## config.mk

```make
export PLATFORM = sky130hd
export DESIGN_NAME = hv_efuse_loader_flat
export DESIGN_NICKNAME = d
export VERILOG_FILES = /design/src/rtl/hv_efuse_loader_if.sv /design/src/rtl/hv_efuse_loader.sv /design/src/flat_wrapper.sv
export SDC_FILE = /design/constraint.sdc
export NUM_CORES = 1
export LEC_CHECK = 0
export ABC_AREA = 1
export ABC_CLOCK_PERIOD_IN_PS = 4000
export BUFFER_PORTS_ARGS = -buffer_cell sky130_fd_sc_hd__buf_2
export CORE_MARGIN = 2
export CORE_UTILIZATION = 40
export CTS_CLUSTER_DIAMETER = 50
export CTS_CLUSTER_SIZE = 14
export DETAILED_ROUTE_END_ITERATION = 8
export PLACE_DENSITY = 0.72
export SLEW_MARGIN = 20
export SYNTH_ARGS = -nofsm -noshare
export SYNTH_HDL_FRONTEND = slang
export SYNTH_SLANG_ARGS = --single-unit
```

## constraint.sdc

```tcl
create_clock -name i_clk -period 4 [get_ports i_clk]
set_clock_uncertainty 0.15 [all_clocks]
set_input_delay 0.6 -clock i_clk [delete_from_list [all_inputs] [get_ports i_clk]]
set_output_delay 0.6 -clock i_clk [all_outputs]
set_load 0.02 [all_outputs]
```

## src/rtl/hv_efuse_loader_if.sv

```systemverilog
// eFuse loader bundle: load handshake, eFuse macro read port and register-file write port.
// Latency: wires only.
// Backpressure: none; the load request is a level held by the requester until done.
interface hv_efuse_loader_if #(
    parameter int AW = 3,
    parameter int DW = 8
) ();
    logic          i_efuse_load_req;
    logic          o_efuse_load_done;
    logic          o_efuse_vld;
    logic          o_efuse_busy;
    logic          o_efuse_csb;
    logic [AW-1:0] o_efuse_addr;
    logic          o_efuse_rd_strb;
    logic [DW-1:0] i_efuse_rdata;
    logic          o_efuse_wr_en;
    logic [AW-1:0] o_efuse_wr_addr;
    logic [DW-1:0] o_efuse_wr_data;

    modport slave (
        input  i_efuse_load_req, i_efuse_rdata,
        output o_efuse_load_done, o_efuse_vld, o_efuse_busy, o_efuse_csb,
               o_efuse_addr, o_efuse_rd_strb, o_efuse_wr_en, o_efuse_wr_addr,
               o_efuse_wr_data
    );

    modport master (
        output i_efuse_load_req, i_efuse_rdata,
        input  o_efuse_load_done, o_efuse_vld, o_efuse_busy, o_efuse_csb,
               o_efuse_addr, o_efuse_rd_strb, o_efuse_wr_en, o_efuse_wr_addr,
               o_efuse_wr_data
    );
endinterface

```

## src/rtl/hv_efuse_loader.sv

```systemverilog
// HV eFuse load responder: reads the fuse image word by word into the register bank; HV_EFUSE_CRC_CHK_EN adds CRC-8 image check.
// Latency: EFUSE_WORD_NUM*(RD_SETUP_CYC+RD_PULSE_CYC+1)+1 cycles from req sampled to done.
// Backpressure: none; dropping req before CHK aborts the load with no done pulse.
module hv_efuse_loader #(
    parameter int EFUSE_WORD_NUM = 8,
    parameter int EFUSE_DW       = 8,
    parameter int EFUSE_AW       = 3,
    parameter int RD_SETUP_CYC   = 2,
    parameter int RD_PULSE_CYC   = 4
) (
    input  logic             i_clk,
    input  logic             i_rst_n,
    hv_efuse_loader_if.slave efuse
);
    localparam logic [2:0] ST_IDLE  = 3'd0;
    localparam logic [2:0] ST_SETUP = 3'd1;
    localparam logic [2:0] ST_STRB  = 3'd2;
    localparam logic [2:0] ST_CAPT  = 3'd3;
    localparam logic [2:0] ST_CHK   = 3'd4;
    localparam logic [2:0] ST_DONE  = 3'd5;

    localparam int CMAX = (RD_SETUP_CYC > RD_PULSE_CYC) ? RD_SETUP_CYC : RD_PULSE_CYC;
    localparam int CW   = (CMAX > 1) ? $clog2(CMAX) : 1;
    localparam logic [CW-1:0]       SETUP_LAST = CW'(RD_SETUP_CYC - 1);
    localparam logic [CW-1:0]       PULSE_LAST = CW'(RD_PULSE_CYC - 1);
    localparam logic [EFUSE_AW-1:0] LAST_ADDR  = EFUSE_AW'(EFUSE_WORD_NUM - 1);

    logic [2:0]          state_q;
    logic [CW-1:0]       cnt_q;
    logic [EFUSE_AW-1:0] addr_q;
    logic                csb_q, strb_q, busy_q, done_q, vld_q, nonblank_q;
    logic                wr_en_q;
    logic [EFUSE_AW-1:0] wr_addr_q;
    logic [EFUSE_DW-1:0] wr_data_q;
    logic                abort;
    logic                result;

`ifdef HV_EFUSE_CRC_CHK_EN
    localparam logic [EFUSE_DW-1:0] CRC_POLY = EFUSE_DW'(8'h07);

    logic [EFUSE_DW-1:0] crc_q;
    logic                crc_ok_q;

    // CRC-8 over one word, MSB first, no reflection.
    function automatic logic [EFUSE_DW-1:0] crc_step(input logic [EFUSE_DW-1:0] crc,
                                                      input logic [EFUSE_DW-1:0] dat);
        logic [EFUSE_DW-1:0] r;
        r = crc ^ dat;
        for (int i = 0; i < EFUSE_DW; i++) begin
            r = r[EFUSE_DW-1] ? ({r[EFUSE_DW-2:0], 1'b0} ^ CRC_POLY) : {r[EFUSE_DW-2:0], 1'b0};
        end
        return r;
    endfunction

    assign result = crc_ok_q & nonblank_q;
`else
    assign result = nonblank_q;
`endif

    assign abort = !efuse.i_efuse_load_req &&
                   (state_q == ST_SETUP || state_q == ST_STRB || state_q == ST_CAPT);

    always_ff @(posedge i_clk or negedge i_rst_n) begin
        if (!i_rst_n) begin
            state_q    <= ST_IDLE;
            cnt_q      <= '0;
            addr_q     <= '0;
            csb_q      <= 1'b1;
            strb_q     <= 1'b0;
            busy_q     <= 1'b0;
            done_q     <= 1'b0;
            vld_q      <= 1'b0;
            nonblank_q <= 1'b0;
            wr_en_q    <= 1'b0;
            wr_addr_q  <= '0;
            wr_data_q  <= '0;
`ifdef HV_EFUSE_CRC_CHK_EN
            crc_q      <= '0;
            crc_ok_q   <= 1'b0;
`endif
        end else begin
            wr_en_q <= 1'b0;
            done_q  <= 1'b0;
            if (abort) begin
                // Writes already issued stay issued; vld keeps the last completed result.
                state_q <= ST_IDLE;
                cnt_q   <= '0;
                csb_q   <= 1'b1;
                strb_q  <= 1'b0;
                busy_q  <= 1'b0;
            end else begin
                case (state_q)
                    ST_IDLE: begin
                        if (efuse.i_efuse_load_req) begin
                            state_q    <= ST_SETUP;
                            cnt_q      <= '0;
                            addr_q     <= '0;
                            csb_q      <= 1'b0;
                            busy_q     <= 1'b1;
                            nonblank_q <= 1'b0;
`ifdef HV_EFUSE_CRC_CHK_EN
                            crc_q      <= '0;
`endif
                        end
                    end
                    ST_SETUP: begin
                        if (cnt_q == SETUP_LAST) begin
                            state_q <= ST_STRB;
                            cnt_q   <= '0;
                            strb_q  <= 1'b1;
                        end else begin
                            cnt_q <= cnt_q + CW'(1);
                        end
                    end
                    ST_STRB: begin
                        if (cnt_q == PULSE_LAST) begin
                            state_q <= ST_CAPT;
                            cnt_q   <= '0;
                            strb_q  <= 1'b0;
                        end else begin
                            cnt_q <= cnt_q + CW'(1);
                        end
                    end
                    ST_CAPT: begin
                        wr_en_q    <= 1'b1;
                        wr_addr_q  <= addr_q;
                        wr_data_q  <= efuse.i_efuse_rdata;
                        nonblank_q <= nonblank_q | (|efuse.i_efuse_rdata);
`ifdef HV_EFUSE_CRC_CHK_EN
                        if (addr_q == LAST_ADDR) begin
                            crc_ok_q <= (crc_q == efuse.i_efuse_rdata);
                        end else begin
                            crc_q <= crc_step(crc_q, efuse.i_efuse_rdata);
                        end
`endif
                        if (addr_q == LAST_ADDR) begin
                            state_q <= ST_CHK;
                            csb_q   <= 1'b1;
                        end else begin
                            state_q <= ST_SETUP;
                            addr_q  <= addr_q + EFUSE_AW'(1);
                        end
                    end
                    ST_CHK: begin
                        vld_q   <= result;
                        done_q  <= 1'b1;
                        state_q <= ST_DONE;
                    end
                    ST_DONE: begin
                        state_q <= ST_IDLE;
                        busy_q  <= 1'b0;
                    end
                    default: begin
                        state_q <= ST_IDLE;
                        csb_q   <= 1'b1;
                        strb_q  <= 1'b0;
                        busy_q  <= 1'b0;
                    end
                endcase
            end
        end
    end

    assign efuse.o_efuse_load_done = done_q;
    assign efuse.o_efuse_vld       = vld_q;
    assign efuse.o_efuse_busy      = busy_q;
    assign efuse.o_efuse_csb       = csb_q;
    assign efuse.o_efuse_addr      = addr_q;
    assign efuse.o_efuse_rd_strb   = strb_q;
    assign efuse.o_efuse_wr_en     = wr_en_q;
    assign efuse.o_efuse_wr_addr   = wr_addr_q;
    assign efuse.o_efuse_wr_data   = wr_data_q;
endmodule

```

## src/flat_wrapper.sv

```systemverilog
// flat-port wrapper written by rule: the top's interface ports become plain ports
module hv_efuse_loader_flat 
#(
    parameter int EFUSE_WORD_NUM = 8,
    parameter int EFUSE_DW       = 8,
    parameter int EFUSE_AW       = 3,
    parameter int RD_SETUP_CYC   = 2,
    parameter int RD_PULSE_CYC   = 4
)
  (i_clk, i_rst_n, efuse_i_efuse_load_req, efuse_i_efuse_rdata, efuse_o_efuse_load_done, efuse_o_efuse_vld, efuse_o_efuse_busy, efuse_o_efuse_csb, efuse_o_efuse_addr, efuse_o_efuse_rd_strb, efuse_o_efuse_wr_en, efuse_o_efuse_wr_addr, efuse_o_efuse_wr_data);
  hv_efuse_loader_if #(.AW(3), .DW(8)) efuse_i ();
  input  logic i_clk;
  input  logic i_rst_n;
  input wire logic [$bits(efuse_i.i_efuse_load_req)-1:0] efuse_i_efuse_load_req;
  input wire logic [$bits(efuse_i.i_efuse_rdata)-1:0] efuse_i_efuse_rdata;
  output wire logic [$bits(efuse_i.o_efuse_load_done)-1:0] efuse_o_efuse_load_done;
  output wire logic [$bits(efuse_i.o_efuse_vld)-1:0] efuse_o_efuse_vld;
  output wire logic [$bits(efuse_i.o_efuse_busy)-1:0] efuse_o_efuse_busy;
  output wire logic [$bits(efuse_i.o_efuse_csb)-1:0] efuse_o_efuse_csb;
  output wire logic [$bits(efuse_i.o_efuse_addr)-1:0] efuse_o_efuse_addr;
  output wire logic [$bits(efuse_i.o_efuse_rd_strb)-1:0] efuse_o_efuse_rd_strb;
  output wire logic [$bits(efuse_i.o_efuse_wr_en)-1:0] efuse_o_efuse_wr_en;
  output wire logic [$bits(efuse_i.o_efuse_wr_addr)-1:0] efuse_o_efuse_wr_addr;
  output wire logic [$bits(efuse_i.o_efuse_wr_data)-1:0] efuse_o_efuse_wr_data;
  assign efuse_i.i_efuse_load_req = efuse_i_efuse_load_req;
  assign efuse_i.i_efuse_rdata = efuse_i_efuse_rdata;
  assign efuse_o_efuse_load_done = efuse_i.o_efuse_load_done;
  assign efuse_o_efuse_vld = efuse_i.o_efuse_vld;
  assign efuse_o_efuse_busy = efuse_i.o_efuse_busy;
  assign efuse_o_efuse_csb = efuse_i.o_efuse_csb;
  assign efuse_o_efuse_addr = efuse_i.o_efuse_addr;
  assign efuse_o_efuse_rd_strb = efuse_i.o_efuse_rd_strb;
  assign efuse_o_efuse_wr_en = efuse_i.o_efuse_wr_en;
  assign efuse_o_efuse_wr_addr = efuse_i.o_efuse_wr_addr;
  assign efuse_o_efuse_wr_data = efuse_i.o_efuse_wr_data;
  hv_efuse_loader #(.EFUSE_WORD_NUM(EFUSE_WORD_NUM), .EFUSE_DW(EFUSE_DW), .EFUSE_AW(EFUSE_AW), .RD_SETUP_CYC(RD_SETUP_CYC), .RD_PULSE_CYC(RD_PULSE_CYC)) u_core (.i_clk(i_clk), .i_rst_n(i_rst_n), .efuse(efuse_i));
endmodule
```

==> impl_metrics.json, run 1 <==
{
  "status": "completed",
  "sequentialPowerShare_pct": 39.8,
  "cts-hold-fix-buffers": 0,
  "initial_utilization_pct": 41.8,
  "numCtsBuffers": 3,
  "cp_slowest_cell": "dfstp_2",
  "hpwlAfterDp_mm": 1.88,
  "netlist_area_um2": 1270,
  "worst_setup_path_start_kind": "register",
  "vias": 1025,
  "yosysTopAreaCellShare_pct": 49.1,
  "power_switching_mw": 0.441,
  "dr.pass1.iters": 4,
  "synth_area_leaders": "dfrtp_1 49%, nand2_1 17%, ha_1 4.9%",
  "root_buffer": "clkbuf_4",
  "port_buffers": 30,
  "cpLargestDelayFamily": "flip-flops",
  "setup-violations-final": 0,
  "synth_most_common_cell": "nand2_1",
  "grt_overflow": 0,
  "die_w_um": 60.5,
  "max_freq_mhz": 566,
  "place_inst": 223,
  "ys_warn_count": 0,
  "fin_crit_sh_pct": 44.2,
  "synth_fp_nets": 167,
  "finalNonFillerCells": 227,
  "htree_levels": 1,
  "cp_cell_sequence": "buf_2",
  "postCtsResizedCells": 0,
  "hold_slack_ps": 98.0,
  "grt_pass1_vias": 954,
  "ys.flop_type": "dfrtp_1",
  "grt_use_total_pct": 15.1,
  "slew_headroom_pct": 62.8,
  "core_area_um2": 3050,
  "critPathRequiredTime_ps": 3250,
  "die_area_um2": 3650,
  "routabilityCongestion": 0.905,
  "p_int_mw": 0.613,
  "end_kind": "output pin",
  "synth_seq_cells": 26,
  "drtIter0Drc": 35,
  "crit_buf_inv": 1,
  "ys_seq_area_share_pct": 51.1,
  "hp-class": "input port to async pin",
  "diodes": 0,
  "timing_worst_setup_path_type": "register to output pin",
  "p_leak_nw": 0.850,
  "synth_cell_types": 26,
  "drcViolationCount": 0,
  "io_pins": 31,
  "tightest_slew_ps": 558,
  "num_rows": 20,
  "cp_max_fo": 2,
  "powerDensity_nw_per_um2": 697,
  "synth_common_cells": "57 x nand2_1, 25 x dfrtp_1, 14 x inv_1",
  "final-max-slew-violation-count": 0,
  "antenna_found_initial": 0,
  "fin_nets": 200,
  "rsz0062_at_grt": "false",
  "cap_viol_max_count": 0,
  "ant_nets": 0,
  "min_period_ps": 1770,
  "nFillCells": 314,
  "globalRouteMet2Util_pct": 22.0,
  "synth_edf_count": 0,
  "cts_tree": "done",
  "syn-instance-count": 151,
  "syn_area_per_cell_um2": 8.44,
  "grt-busiest-layer": "met1",
  "tns_ps": 0,
  "layout-drive-gt1-share_pct": 29.5,
  "synth_top_cell_by_area": "dfrtp_1",
  "synthToLayoutAreaGrowth_pct": 18.7,
  "die_h_um": 60.5,
  "cts_buffer_depth": 2,
  "grt_start_max_net_pins": 27,
  "max_stage_delay_ps": 550,
  "vdd_drop_max_mv": 0.202,
  "crit_arrival_ps": 1020,
  "grt_first_pass_wirelength_mm": 4.20,
  "path_clk_slew_ps": 140,
  "hold_viol_final": 0,
  "p_comb_share_pct": 43.2,
  "wirelength_mm": 2.42,
  "synth-async-reset-ratio_pct": 100,
  "grt.met3_usage_pct": 1.92,
  "wire_per_inst_um": 10.7,
  "cts.sinks": 26,
  "clkLatencyLatePin_ps": 320,
  "use_met1_pct": 23.3,
  "post_cts_buffers": 0,
  "p_sw_share_pct": 41.8,
  "viasPerCell": 4.52,
  "p_clk_share_pct": 16.9
}
-- final timing paths --
path,startpoint,end,slack (ps),cells past startpoint
max in group asynchronous,i_rst_n,u_core.efuse.o_efuse_csb,3220,1
max reg2reg,u_core.state_q[2],u_core.efuse.o_efuse_wr_data[6],2340,6
min reg2reg,u_core.efuse.o_efuse_csb,u_core.efuse.o_efuse_csb,320,2
min in group i_clk,u_core.efuse.o_efuse_csb,u_core.efuse.o_efuse_csb,320,2
min,i_rst_n,u_core.efuse.o_efuse_vld,100,1
max,u_core.efuse.o_efuse_csb,efuse_o_efuse_csb,2230,1
-- layout by cell type (no fill, tap or decap), types with 2 or more instances in the layout --
cell type,instances
a21oi_1,3
a31oi_1,2
buf_2,30
clkbuf_4,3
dfrtp_1,25
ha_1,5
inv_1,14
inv_2,4
nand2_1,57
nand2_2,5
nand3_1,7
nand3b_1,2
nand4_1,2
nor2_1,3
nor2_2,6
o21ai_0,2
o21ai_1,2
o21ai_2,2
-- sequential cells by signal, summed over array words and instances (netlist names), 2 cells and up --
| signal | flops |
|---|---|
| u_core.cnt_q | 2 |
| u_core.efuse.o_efuse_wr_data | 8 |
| u_core.efuse.o_efuse_addr | 3 |
| u_core.state_q | 3 |
| u_core.efuse.o_efuse_wr_addr | 3 |
-- kinds of logic after synthesis --
group	Yosys count	share of synthesized area, %
AOI/OAI and AO/OA	13	6.18
adders and majority gates	5	4.91
buffers and inverters	20	6.77
DFF	26	51.1
and+or+nand+nor	87	31.0
-- cell type report --
class	instances	area [µm²]	share of cell area, %
clock inverter	1	30.0	1.98
timing repair buffer	30	150	9.92
tap	44	55.1	3.64
clock buffer	3	22.5	1.49
multi-input combinational	105	537	35.5
sequential	26	652	43.1
inverter	18	67.6	4.46
-- per-stage QoR --
stage	setup WS, ps	area (µm²)	total power [mW]	utilization (%)
2_1_floorplan	2550	1270	0.749	-
3_3_place_gp	2230	1460	0.880	47.9
3_5_place_dp	2180	1460	0.885	47.9
4_1_cts	2210	1510	1.07	49.6
5_1_grt	2130	1510	1.14	49.6
6_report	2230	1510	1.05	49.6
-- worst register-to-register path: stages, from the launching register on --
cell and delay, ps:
dfrtp_1 460, inv_2 150, nand2_2 100, nor2_2 340
inv_2 210, nand2_1 90, o21ai_0 70
-- metal layers --
layer | routed length, µm | part of all wire [%]
met2 | 1090 | 45
met4 | 28 | 1.2
met1 | 1220 | 50
met5 | 0 | 0
met3 | 79 | 3.3
-- power groups by stage --
stage	registers, mW	logic, mW	clock network, mW
after floorplan	0.505	0.243	0
after global routing	0.434	0.519	0.192
final	0.420	0.456	0.179
after detailed placement	0.427	0.458	0
after CTS	0.421	0.460	0.185
after global placement	0.426	0.455	0
Power figures use the tool's default switching activity.
==> run 2: changes to the inputs <==
- ABC_CLOCK_PERIOD_IN_PS: 4000 -> 1500
- PLACE_DENSITY: 0.72 -> 0.74
- clock period: 4 -> 1.5 ns (I/O delays scaled with it)
==> run 2 against run 1 <==
Effect of this change: count of clock-buffer cells in the layout did not move; sequential power rose to 2.6 times the previous value; cell area up 10%; clock power grew to 2.7 times the previous value; wire length increased by 15%; power rose to 2.8 times the previous value; hold slack worse by 92 ps; largest cell class unchanged; highest routed layer unchanged.
==> impl_metrics.json, run 2 (synthesis results as in run 1) <==
{
  "status": "completed",
  "dr.pass1.iters": 4,
  "multi_input_comb_area_um2": 549,
  "hold_viol_final": 0,
  "finalNonFillerCells": 243,
  "grt_overflow": 0,
  "setup-violations-final": 0,
  "max_stage_delay_ps": 430,
  "place_inst": 229,
  "routabilityCongestion": 0.840,
  "dpl_cell_area_um2": 1510,
  "drtIter0Drc": 36,
  "diodes": 0,
  "clkLatencyLatePin_ps": 330,
  "slew_headroom_pct": 61.7,
  "rsz0062_at_grt": "true",
  "hp-class": "input port to register",
  "vias": 1126,
  "pre_cts_ws_ps": 92.7,
  "fin_crit_sh_pct": 95.0,
  "globalRouteMet2Util_pct": 28.7,
  "layout_common_cells": "57 x nand2_1, 30 x buf_2, 25 x dfrtp_1",
  "wirelength_mm": 2.78,
  "grt_pass1_vias": 1040,
  "port_buffers": 30,
  "wire_per_inst_um": 11.4,
  "cp_cell_sequence": "buf_4 > buf_2",
  "final-max-slew-violation-count": 0,
  "layout-drive-gt1-share_pct": 33.7,
  "min_period_ps": 1420,
  "die_h_um": 60.5,
  "fin_util_pct": 54.6,
  "num_rows": 20,
  "cp_max_fo": 3,
  "hold_slack_ps": 6.51,
  "nFillCells": 281,
  "hpwlAfterDp_mm": 1.91,
  "p_leak_nw": 0.922,
  "initial_utilization_pct": 41.8,
  "worst_setup_path_start_kind": "register",
  "layout_commonest_cell": "nand2_1",
  "root_buffer": "clkbuf_4",
  "grt-busiest-layer": "met2",
  "io_pins": 31,
  "timing_worst_setup_path_type": "register to output pin",
  "finalPower_mw": 2.97,
  "viasPerCell": 4.63,
  "seqCellArea_um2": 652,
  "fin_area_um2": 1670,
  "ant_nets": 0,
  "setup_slack_ps": 75.3,
  "use_met1_pct": 20.4,
  "max_freq_mhz": 702,
  "grt_use_total_pct": 16.2,
  "crit_arrival_ps": 1050,
  "grt.met3_usage_pct": 1.28,
  "cap_viol_max_count": 0,
  "grt_first_pass_wirelength_mm": 4.44,
  "powerDensity_nw_per_um2": 1780,
  "cp_slowest_cell": "dfrtp_1",
  "numCtsBuffers": 3,
  "grt_start_max_net_pins": 27,
  "synthToLayoutAreaGrowth_pct": 30.7,
  "die_area_um2": 3650,
  "drcViolationCount": 0,
  "path_clk_slew_ps": 150,
  "largest_register_ffs": 8,
  "htree_levels": 1,
  "tightest_slew_ps": 574,
  "cts.sinks": 26,
  "antenna_found_initial": 0,
  "fin_nets": 216,
  "core_area_um2": 3050,
  "critPathRequiredTime_ps": 1120,
  "tns_ps": 0,
  "cts_buffer_depth": 2,
  "end_kind": "output pin",
  "die_w_um": 60.5,
  "vdd_drop_max_mv": 0.572,
  "cts_tree": "done"
}
==> run 2: cell count changes in the layout (fill, tap and decap cells not counted), sizes merged <==
cell         before  now
dlygate4sd3       0    8
buf              30   38
==> run 2: report_power, final <==
group	switching, mW	total, mW	internal, mW
logic	0.855	1.37	0.515
registers	0.159	1.11	0.952
clock network	0.219	0.490	0.271
==> run 2: repair_timing <==
| action | 4_1_cts | 5_1_grt |
|---|---|---|
| hold endpoints to repair | 32 | 0 |
| gates resized for setup | 0 | 5 |
| hold buffers | 8 | 0 |
| endpoints found under the setup margin | 0 | 6 |
| buffers inserted | 0 | 2 |
==> run 2: final cells by class <==
| class | count | share of cell area [%] |
|---|---|---|
| Sequential cell | 26 | 39.1 |
| Tap cell | 44 | 3.30 |
| Multi-Input combinational cell | 105 | 33.0 |
| Timing Repair Buffer | 46 | 17.4 |
| Clock buffer | 3 | 1.35 |
| Clock inverter | 1 | 1.80 |
| Inverter | 18 | 4.05 |
==> run 2: layer usage <==
layer	wire length (µm)	part of all wire, %
met5	0	0
met4	53	1.9
met3	76	2.7
met2	1390	50
met1	1270	45
==> run 2: critical path, delay by kind of cell (launching register included) <==
kind	cells	cell delay [ps]
flip-flops	1	430
buffers and inverters	2	290
==> run 2: worst paths after layout <==
| check | start | end | slack [ps] | cells after the start |
|---|---|---|---|---|
| max in group asynchronous | i_rst_n | u_core.efuse.o_efuse_csb | 560 | 2 |
| setup reg to reg | u_core.cnt_q[1] | u_core.efuse.o_efuse_rd_strb | 80 | 8 |
| setup / recovery | u_core.efuse.o_efuse_addr[1] | efuse_o_efuse_addr[1] | 80 | 2 |
| min in group asynchronous | i_rst_n | u_core.efuse.o_efuse_busy | 250 | 2 |
| hold reg to reg | u_core.efuse.o_efuse_csb | u_core.efuse.o_efuse_csb | 320 | 2 |
| hold / removal | efuse_i_efuse_rdata[6] | u_core.efuse.o_efuse_wr_data[6] | 7 | 3 |
==> run 3: changes to the inputs <==
- RECOVER_POWER: not set -> 25
==> run 3 against run 2 <==
Effect of this change: hold slack worse by 0.83 ps; die area stayed put; largest cell class unchanged; count of clock-buffer cells in the layout stayed put; highest routed layer unchanged; combinational power hardly changed; sequential power hardly changed; clock power hardly changed.
==> impl_metrics.json, run 3 (synthesis results as in run 1) <==
{
  "slew_headroom_pct": 57.3,
  "max_stage_delay_ps": 420,
  "grt_pass1_vias": 1040,
  "r2r-end": "u_core.efuse.o_efuse_rd_strb",
  "initial_utilization_pct": 41.8,
  "rsz0062_at_grt": "true",
  "cp_cell_sequence": "inv_1 > ha_2 > inv_2 > nand4_1 > nand2_1 > nand2_1 > nand3_1 > nand2_1",
  "tns_ps": 0,
  "max_freq_mhz": 698,
  "htree_levels": 1,
  "crit_arrival_ps": 1520,
  "antenna_found_initial": 0,
  "layout_common_cells": "57 x nand2_1, 29 x buf_2, 25 x dfrtp_1",
  "grt_start_max_net_pins": 27,
  "grt_first_pass_wirelength_mm": 4.44,
  "diodes": 0,
  "timing_worst_setup_path_type": "register to register",
  "vdd_drop_max_mv": 0.573,
  "largest_register_ffs": 8,
  "hold_viol_final": 0,
  "num_rows": 20,
  "whs_endpoint": "u_core.efuse.o_efuse_wr_data[6]",
  "cp_slowest_cell": "dfrtp_1",
  "place_inst": 229,
  "drcViolationCount": 0,
  "fin_crit_sh_pct": 95.5,
  "worst_setup_path_start_kind": "register",
  "crit_start": "u_core.cnt_q[1]",
  "core_area_um2": 3050,
  "synthToLayoutAreaGrowth_pct": 30.5,
  "setup_slack_ps": 68.1,
  "cpLargestDelayFamily": "simple AND/OR/NAND/NOR gates",
  "cts_buffer_depth": 2,
  "numCtsBuffers": 3,
  "routabilityCongestion": 0.840,
  "regToRegSetupSlack_ps": 70,
  "hp-start": "efuse_i_efuse_rdata[6]",
  "tightest_slew_ps": 640,
  "cts_tree": "done",
  "r2r_cells": 8,
  "wirelength_mm": 2.79,
  "viasPerCell": 4.64,
  "crit_top_cell": "nand2_1",
  "pre_cts_ws_ps": 92.7,
  "root_buffer": "clkbuf_4",
  "cap_viol_max_count": 0,
  "min_period_ps": 1430,
  "cp_max_fo": 4,
  "p_leak_nw": 0.922,
  "status": "completed",
  "powerDensity_nw_per_um2": 1780,
  "dr.pass1.iters": 4,
  "holdPathStages": 3,
  "die_h_um": 60.5,
  "wire_per_inst_um": 11.5,
  "hpwlAfterDp_mm": 1.91,
  "nFillCells": 282,
  "fin_util_pct": 54.5,
  "setup-violations-final": 0,
  "final-max-slew-violation-count": 0,
  "io_pins": 31,
  "fin_nets": 216,
  "drtIter0Drc": 34,
  "die_area_um2": 3650,
  "rr_startpoint": "u_core.cnt_q[1]",
  "finalNonFillerCells": 243,
  "layout_commonest_cell": "nand2_1",
  "end_kind": "register",
  "clkLatencyLatePin_ps": 330,
  "ant_nets": 0,
  "die_w_um": 60.5,
  "cts.sinks": 26,
  "vias": 1127,
  "port_buffers": 30,
  "crit_buf_inv": 2,
  "hp-class": "input port to register",
  "layout-drive-gt1-share_pct": 33.2,
  "critPathRequiredTime_ps": 1590,
  "path_clk_slew_ps": 150,
  "grt_use_total_pct": 16.2,
  "grt_overflow": 0
}
-- run 3: cell count changes in the layout (fill, tap and decap cells not counted), sizes merged --
cell    delta
buf        -1
clkbuf     +1
-- run 3: stage by stage --
stage	power [mW]	hold slack [ps]	area [µm²]
floorplan	2.00	-221	1270
global placement	2.40	110	1510
detailed placement	2.42	108	1510
CTS	2.93	13.9	1640
global route	3.19	53.7	1660
finish	2.97	5.68	1660
-- run 3: final cells by class --
class                   instances  area (µm²)  area share (%)
clock buffers                   3        22.5            1.35
clock inverters                 1        30.0            1.80
multi-input cells             105         547            32.9
inverters                      18        67.6            4.06
flip-flops and latches         26         652            39.2
well taps                      44        55.1            3.31
repair buffers                 46         290            17.4
-- run 3: how the worst max path moves through the flow --
stage | end | cells after the start
4_1_cts | u_core.state_q[1] | 7
2_1_floorplan | u_core.efuse.o_efuse_csb | 9
3_5_place_dp | u_core.efuse.o_efuse_addr[1] | 7
5_1_grt | u_core.efuse.o_efuse_rd_strb | 9
6_report | u_core.efuse.o_efuse_rd_strb | 8
3_3_place_gp | u_core.efuse.o_efuse_addr[1] | 7
-- run 3: worst reg2reg max path, stage by stage (launching register included) --
cell and delay [ps]:
dfrtp_1 420, inv_1 60, ha_2 160, inv_2 40, nand4_1 160, nand2_1 160
nand2_1 80, nand3_1 70, nand2_1 50
-- run 3: report_power, final --
group	switching, mW	internal (mW)	total [mW]
Combinational	0.860	0.512	1.37
Sequential	0.154	0.952	1.11
Clock	0.220	0.271	0.491
-- run 3: what timing repair did --
item,4_1_cts,5_1_grt
hold buffers,8,0
gates resized for setup,0,5
setup buffers,0,2
endpoints found under the hold margin,32,0
setup endpoints to repair,0,6
-- run 3: metal layers --
| metal | wire length [µm] | global-route usage [%] |
|---|---|---|
| met1 | 1310 | 20.4 |
| met4 | 57 | 6.83 |
| met3 | 44 | 1.28 |
| met2 | 1370 | 28.7 |
| met5 | 0 | 0 |
